==> src/rtl/vga3_fb_cmd_if.sv <==
`default_nettype none
// ============================================================================
// Module      : vga3_fb_cmd_if
// Description : Instruction handshake and framebuffer write port bundle for
//               the VGA3 command engine.
// Revision    : 1.0 - initial release
// ============================================================================
interface vga3_fb_cmd_if #(
    parameter int ADDR_SIZE  = 15,
    parameter int COLOR_BITS = 4
) ();
    logic [11:0]           inst;
    logic                  inst_en;
    logic                  inst_ready;
    logic                  fb_we;
    logic [ADDR_SIZE-1:0]  fb_addr;
    logic [COLOR_BITS-1:0] fb_data;
    logic                  error;

    // Instruction source / write-port consumer side
    modport master (
        output inst, inst_en,
        input  inst_ready, fb_we, fb_addr, fb_data, error
    );

    // Command engine side
    modport slave (
        input  inst, inst_en,
        output inst_ready, fb_we, fb_addr, fb_data, error
    );
endinterface
`default_nettype wire

==> src/rtl/vga3_fb_cmd.sv <==
`default_nettype none
// ============================================================================
// Module      : vga3_fb_cmd
// Description : VGA3 framebuffer command engine. Decodes 12-bit instructions
//               (cursor loads, pixel writes with auto-increment, fill colour,
//               hardware FILL) into writes on a framebuffer write port.
// Revision    : 1.0 - initial release
// ============================================================================
module vga3_fb_cmd #(
    parameter int COLS       = 200,
    parameter int ROWS       = 150,
    parameter int COLOR_BITS = 4,
    parameter int ADDR_SIZE  = 15
) (
    input  logic         clock,
    input  logic         reset,
    vga3_fb_cmd_if.slave bus
);

    localparam logic [3:0] c_op_nop  = 4'd0;
    localparam logic [3:0] c_op_ldr  = 4'd1;
    localparam logic [3:0] c_op_ldc  = 4'd2;
    localparam logic [3:0] c_op_ldd  = 4'd3;
    localparam logic [3:0] c_op_ldi  = 4'd4;
    localparam logic [3:0] c_op_ldk  = 4'd5;
    localparam logic [3:0] c_op_fill = 4'd6;

    // Limits widened to 9 bits so that a geometry of 256 compares correctly
    // against an 8-bit immediate.
    localparam logic [8:0]           c_rows_lim  = 9'(ROWS);
    localparam logic [8:0]           c_cols_lim  = 9'(COLS);
    localparam logic [7:0]           c_last_row  = 8'(ROWS - 1);
    localparam logic [7:0]           c_last_col  = 8'(COLS - 1);
    localparam logic [ADDR_SIZE-1:0] c_last_addr = ADDR_SIZE'(ROWS * COLS - 1);

    typedef enum logic [1:0] {
        S_RESET = 2'd0,
        S_READY = 2'd1,
        S_FILL  = 2'd2,
        S_ERROR = 2'd3
    } state_t;

    state_t                r_state;
    logic [7:0]            r_row;
    logic [7:0]            r_col;
    logic [COLOR_BITS-1:0] r_fill_color;
    logic [ADDR_SIZE-1:0]  r_fill_cnt;
    logic                  r_inst_ready;
    logic                  r_fb_we;
    logic [ADDR_SIZE-1:0]  r_fb_addr;
    logic [COLOR_BITS-1:0] r_fb_data;
    logic                  r_error;

    logic [3:0]            w_opcode;
    logic [7:0]            w_imm;
    logic [COLOR_BITS-1:0] w_imm_color;
    logic                  w_accept;
    logic                  w_bad;
    logic [ADDR_SIZE-1:0]  w_cur_addr;

    assign w_opcode    = bus.inst[11:8];
    assign w_imm       = bus.inst[7:0];
    assign w_imm_color = w_imm[COLOR_BITS-1:0];
    // inst_ready is high exactly when the state is READY
    assign w_accept    = bus.inst_en & r_inst_ready;
    assign w_cur_addr  = ADDR_SIZE'(r_row) * ADDR_SIZE'(COLS) + ADDR_SIZE'(r_col);

    // An accepted instruction is illegal if it is an unknown opcode or a
    // cursor load outside the framebuffer geometry.
    assign w_bad = w_accept &
                   ((w_opcode > c_op_fill) |
                    ((w_opcode == c_op_ldr) & ({1'b0, w_imm} >= c_rows_lim)) |
                    ((w_opcode == c_op_ldc) & ({1'b0, w_imm} >= c_cols_lim)));

    // Control FSM with cursor, fill engine and all registered outputs
    always_ff @(posedge clock) begin
        if (reset) begin
            r_state      <= S_RESET;
            r_row        <= 8'd0;
            r_col        <= 8'd0;
            r_fill_color <= '0;
            r_fill_cnt   <= '0;
            r_inst_ready <= 1'b0;
            r_fb_we      <= 1'b0;
            r_fb_addr    <= '0;
            r_fb_data    <= '0;
            r_error      <= 1'b0;
        end else begin
            // Write strobe is a pulse unless re-armed below
            r_fb_we <= 1'b0;
            case (r_state)
                S_RESET: begin
                    r_state      <= S_READY;
                    r_inst_ready <= 1'b1;
                end

                S_READY: begin
                    if (w_bad) begin
                        r_state      <= S_ERROR;
                        r_error      <= 1'b1;
                        r_inst_ready <= 1'b0;
                        r_row        <= 8'd0;
                        r_col        <= 8'd0;
                        r_fill_color <= '0;
                    end else if (w_accept) begin
                        case (w_opcode)
                            c_op_nop: ;
                            c_op_ldr: r_row <= w_imm;
                            c_op_ldc: r_col <= w_imm;
                            c_op_ldd: begin
                                r_fb_we   <= 1'b1;
                                r_fb_addr <= w_cur_addr;
                                r_fb_data <= w_imm_color;
                            end
                            c_op_ldi: begin
                                r_fb_we   <= 1'b1;
                                r_fb_addr <= w_cur_addr;
                                r_fb_data <= w_imm_color;
                                // Row wrap at end of line, frame wrap at end of buffer
                                if (r_col == c_last_col) begin
                                    r_col <= 8'd0;
                                    r_row <= (r_row == c_last_row) ? 8'd0 : r_row + 8'd1;
                                end else begin
                                    r_col <= r_col + 8'd1;
                                end
                            end
                            c_op_ldk: r_fill_color <= w_imm_color;
                            c_op_fill: begin
                                // First fill write goes out in the cycle after accept
                                r_state      <= S_FILL;
                                r_inst_ready <= 1'b0;
                                r_fill_cnt   <= '0;
                                r_fb_we      <= 1'b1;
                                r_fb_addr    <= '0;
                                r_fb_data    <= r_fill_color;
                            end
                            default: ;
                        endcase
                    end
                end

                S_FILL: begin
                    if (r_fill_cnt == c_last_addr) begin
                        r_state      <= S_READY;
                        r_inst_ready <= 1'b1;
                        r_fill_cnt   <= '0;
                        r_row        <= 8'd0;
                        r_col        <= 8'd0;
                    end else begin
                        r_fill_cnt <= r_fill_cnt + 1'b1;
                        r_fb_we    <= 1'b1;
                        r_fb_addr  <= r_fill_cnt + 1'b1;
                    end
                end

                S_ERROR: begin
                    r_error      <= 1'b1;
                    r_inst_ready <= 1'b0;
                end

                default: r_state <= S_RESET;
            endcase
        end
    end

    assign bus.inst_ready = r_inst_ready;
    assign bus.fb_we      = r_fb_we;
    assign bus.fb_addr    = r_fb_addr;
    assign bus.fb_data    = r_fb_data;
    assign bus.error      = r_error;

endmodule
`default_nettype wire

==> src/flat_wrapper.sv <==
// flat-port wrapper written by rule: the top's interface ports become plain ports
module vga3_fb_cmd_flat 
#(
    parameter int COLS       = 200,
    parameter int ROWS       = 150,
    parameter int COLOR_BITS = 4,
    parameter int ADDR_SIZE  = 15
)
  (clock, reset, bus_inst, bus_inst_en, bus_inst_ready, bus_fb_we, bus_fb_addr, bus_fb_data, bus_error);
  vga3_fb_cmd_if #(.ADDR_SIZE(ADDR_SIZE), .COLOR_BITS(COLOR_BITS)) bus_i ();
  input  logic clock;
  input  logic reset;
  input wire logic [$bits(bus_i.inst)-1:0] bus_inst;
  input wire logic [$bits(bus_i.inst_en)-1:0] bus_inst_en;
  output wire logic [$bits(bus_i.inst_ready)-1:0] bus_inst_ready;
  output wire logic [$bits(bus_i.fb_we)-1:0] bus_fb_we;
  output wire logic [$bits(bus_i.fb_addr)-1:0] bus_fb_addr;
  output wire logic [$bits(bus_i.fb_data)-1:0] bus_fb_data;
  output wire logic [$bits(bus_i.error)-1:0] bus_error;
  assign bus_i.inst = bus_inst;
  assign bus_i.inst_en = bus_inst_en;
  assign bus_inst_ready = bus_i.inst_ready;
  assign bus_fb_we = bus_i.fb_we;
  assign bus_fb_addr = bus_i.fb_addr;
  assign bus_fb_data = bus_i.fb_data;
  assign bus_error = bus_i.error;
  vga3_fb_cmd #(.COLS(COLS), .ROWS(ROWS), .COLOR_BITS(COLOR_BITS), .ADDR_SIZE(ADDR_SIZE)) u_core (.clock(clock), .reset(reset), .bus(bus_i));
endmodule
==> config.mk <==
export PLATFORM = sky130hd
export DESIGN_NAME = vga3_fb_cmd_flat
export DESIGN_NICKNAME = d
export VERILOG_FILES = /design/src/rtl/vga3_fb_cmd_if.sv /design/src/rtl/vga3_fb_cmd.sv /design/src/flat_wrapper.sv
export SDC_FILE = /design/constraint.sdc
export NUM_CORES = 1
export LEC_CHECK = 0
export BUFFER_PORTS_ARGS = -buffer_cell sky130_fd_sc_hd__buf_2
export CAP_MARGIN = 25
export CORE_AREA = 2 2 118 120
export DETAILED_ROUTE_END_ITERATION = 8
export DIE_AREA = 0 0 120 122
export GPL_TIMING_DRIVEN = 0
export RECOVER_POWER = 25
export SLEW_MARGIN = 20
export SYNTH_ARGS = -nofsm -noshare
export SYNTH_HDL_FRONTEND = slang
export SYNTH_SLANG_ARGS = --single-unit
==> constraint.sdc <==
create_clock -name clock -period 8.1 [get_ports clock]
set_clock_uncertainty 0.05 [all_clocks]
set_input_delay 0.405 -clock clock [delete_from_list [all_inputs] [get_ports clock]]
set_output_delay 0.405 -clock clock [all_outputs]
set_load 0.02 [all_outputs]
==> reports/results.ini <==
[placed_design]
gp_congestion = 0.903
portBuffers = 33
hpwl_um = 9960
place_ws_ps = 4460
place_inst = 800

[layout]
nNetsFinal = 689
final_util_pct = 38.8
drive_gt1_share_pct = 6.31
syn_to_final_growth_pct = 14.1
fin_cells = 814
diodes = 0

[floorplanning]
die_area_mm2 = 0.0146
coreArea_mm2 = 0.0135
dieHeight_um = 122
fp.dieW_um = 120
rows = 43
initial_core_util_pct = 34.0
io_pins = 37

[synth]
async_reset_ff_share_pct = 0
synth-edff-count = 0
synth_nets = 645
synthFlopType = dfxtp_1
syn-instance-count = 587
netlist_area_mm2 = 0.00459
ys_ff_latch = 59
avgSynthCellArea_um2 = 7.82
ys.warnings.count = 0
ys_types = 64
yosysSeqAreaShare_pct = 25.7

[worst_setup_path]
criticalPathCategory = reg -> reg
slowest_stage = fa_1
reg2reg_slack_ps = 4390
worst-path-max-fanout = 8
reg2reg_depth = 13
start_kind = flip-flop
critPathCaptureType = flip-flop
arrival_ps = 3920
r2r-start = u_core.r_row[3]
crit_path_max_incr_delay_ps = 460
path_cells = inv_1 > ha_1 > inv_1 > ha_1 > fa_1 > ha_1 > clkbuf_1 > and3_1 > o2111ai_1 > o311ai_0 > or3_1 > o221a_2 > a21oi_1
crit_top_cell = ha_1
rr_endpoint = u_core.bus.fb_addr[13]
cp.required_ps = 8310

[cts]
clk_pin_slew_ps = 60
clock_path_buffers = 2
numCtsBuffers = 9
cts_tree = done
clock-sinks = 59
insertion_delay_ps = 330
postCtsHoldBufs = 0
cts.repair.resized = 0
postCtsSetupBuffers = 0
h-tree-depth = 3
ctsRootBufferMaster = clkbuf_16

[timing]
tns_ps = 0
timing.final.ws_setup_ps = 4390
rsz0062_at_grt = false
fmax_mhz = 270
hold_viol = 0
tightest_slew_ps = 1000
report.final.slew_viol_count = 0
post-route-period-util_pct = 45.8
setup_viol = 0
min_period_ps = 3710
slew_headroom_pct = 33.0

[power_and_ir_drop]
clkPwrFrac_pct = 42.4
seqPwrFrac_pct = 36.2
total_power_mw = 0.877
p_int_mw = 0.617
switchingPower_mw = 0.259
leakagePower_nw = 2.08
p_sw_share_pct = 29.6
p_per_area_mw_per_mm2 = 167
combinationalPowerShare_pct = 21.4
vdd_ir_drop_max_v = 0.0000988

[hold_path]
min_delay_path_depth = 3
min-delay-start = bus_inst[1]
holdPathEnd = u_core.r_fill_color[1]
holdCritPathClass = in -> reg

[drt]
drt-pass1-iter-count = 5
vias = 4448
drc = 0
viasPerCell = 5.46
wl_um = 12900
wl_per_cell_um = 15.8
drt_iter0_drc = 319
antenna_left = 0

[status]
outcome = completed

[global_routing]
track_usage_pct = 18.3
met1_usage_pct = 24.4
met3_usage_pct = 3.37
grt_pass1_wl_um = 21500
met2_usage_pct = 30.9
grt_pass1_vias = 4278
grt_max_degree = 11
top_usage_layer = met2
grt_overflow = 0
antenna_found_initial = 0

[flow_run]
drv_cap = 0

-- kinds of logic after synthesis --
group,share of synthesized area [%]
flip-flops,25.7
AO/OA/AOI/OAI,24.7
adder cells (fa/ha/maj),12.4
XOR/XNOR,6.30
AND/OR/NAND/NOR,20.8
buffers and inverters,5.89
multiplexers,4.17
-- area by class of cell --
type                       count  area, um^2
fill                        1444        8270
multi-input combinational    463        3140
sequential                    59        1180
clock buffer                  11         243
tap                          180         225
buffer                        36         161
timing repair buffer          33         140
inverter                      29         109
clock inverter                 3        40.0
-- power by group through the flow --
stage	Combinational (mW)	Sequential, mW	Clock, mW
floorplan	0.138	0.321	0
global placement	0.184	0.323	0
detailed placement	0.187	0.323	0
CTS	0.188	0.317	0.377
global route	0.213	0.319	0.388
finish	0.188	0.317	0.372
-- metrics by stage --
| stage | hold WS, ps | instance area (um^2) |
|---|---|---|
| after floorplan | 386 | 4590 |
| after global placement | 395 | 4980 |
| after detailed placement | 401 | 4980 |
| after CTS | 287 | 5260 |
| after global routing | 323 | 5240 |
| final | 296 | 5240 |
-- placed cells by master, fill, tap and decap left out, types with 4 or more instances in the layout --
cell	n
inv_1	29
nor2b_1	5
nor4_1	4
nor3_1	13
nand3b_1	4
a21oi_1	38
nand2b_1	7
o31ai_1	4
nor2_1	44
clkbuf_1	51
clkbuf_16	9
a311oi_1	5
mux2i_1	18
xnor2_1	19
o211ai_1	17
nand2_1	71
nand4_1	8
buf_2	16
dfxtp_1	59
fa_1	4
o21ai_0	46
a21o_1	8
a211oi_1	9
ha_1	39
a22oi_1	4
nand3_1	18
o22ai_1	4
o21a_1	4
xor2_1	14
-- Yosys cell counts, types with 5 or more instances --
cell type   n  area share, %
a211oi_1    9            1.5
a21o_1      8            1.3
a21oi_1    38            4.1
a311oi_1    5           0.95
clkbuf_1   30            2.5
dfxtp_1    59             26
ha_1       39             11
inv_1      29            2.4
mux2i_1    18            3.9
nand2_1    71            5.8
nand2b_1    7           0.95
nand3_1    18            2.0
nand4_1     8            1.1
nor2_1     44            3.6
nor2b_1     5           0.68
nor3_1     13            1.4
o211ai_1   17            2.8
o21ai_0    46            5.0
xnor2_1    19            3.6
xor2_1     14            2.7
-- sequential cells by signal, indices dropped and copies added (netlist names) --
name,flops
u_core.bus.fb_addr,15
u_core.r_col,8
u_core.bus.fb_we,1
u_core.r_row,8
u_core.bus.fb_data,4
u_core.bus.inst_ready,1
u_core.r_fill_cnt,15
u_core.r_state,2
u_core.bus.error,1
u_core.r_fill_color,4
-- worst max-delay path by stage --
stage	cells past startpoint	start	to	slack [ps]
3_3_place_gp	13	u_core.r_row[3]	u_core.bus.fb_addr[13]	4450
5_1_grt	13	u_core.r_row[3]	u_core.bus.fb_addr[13]	4100
2_1_floorplan	13	u_core.r_row[3]	u_core.bus.fb_addr[13]	4720
6_report	13	u_core.r_row[3]	u_core.bus.fb_addr[13]	4390
3_5_place_dp	13	u_core.r_row[3]	u_core.bus.fb_addr[13]	4460
4_1_cts	13	u_core.r_row[3]	u_core.bus.fb_addr[13]	4410
-- per-layer routing --
metal	routed length, um	vias to the layer above
li1	-	2215
met1	6140	2108
met2	5920	114
met3	698	11
met4	126	0
met5	0	-
-- worst max-delay path, delay by kind of cell (launching register included) --
family / cells / cell delay [ps]
fa+ha+maj: 4 / 1330
flops: 1 / 420
buf+inv: 3 / 320
compound gates: 4 / 890
simple gates: 2 / 630
Note: power is estimated with default switching activity, not from simulation.
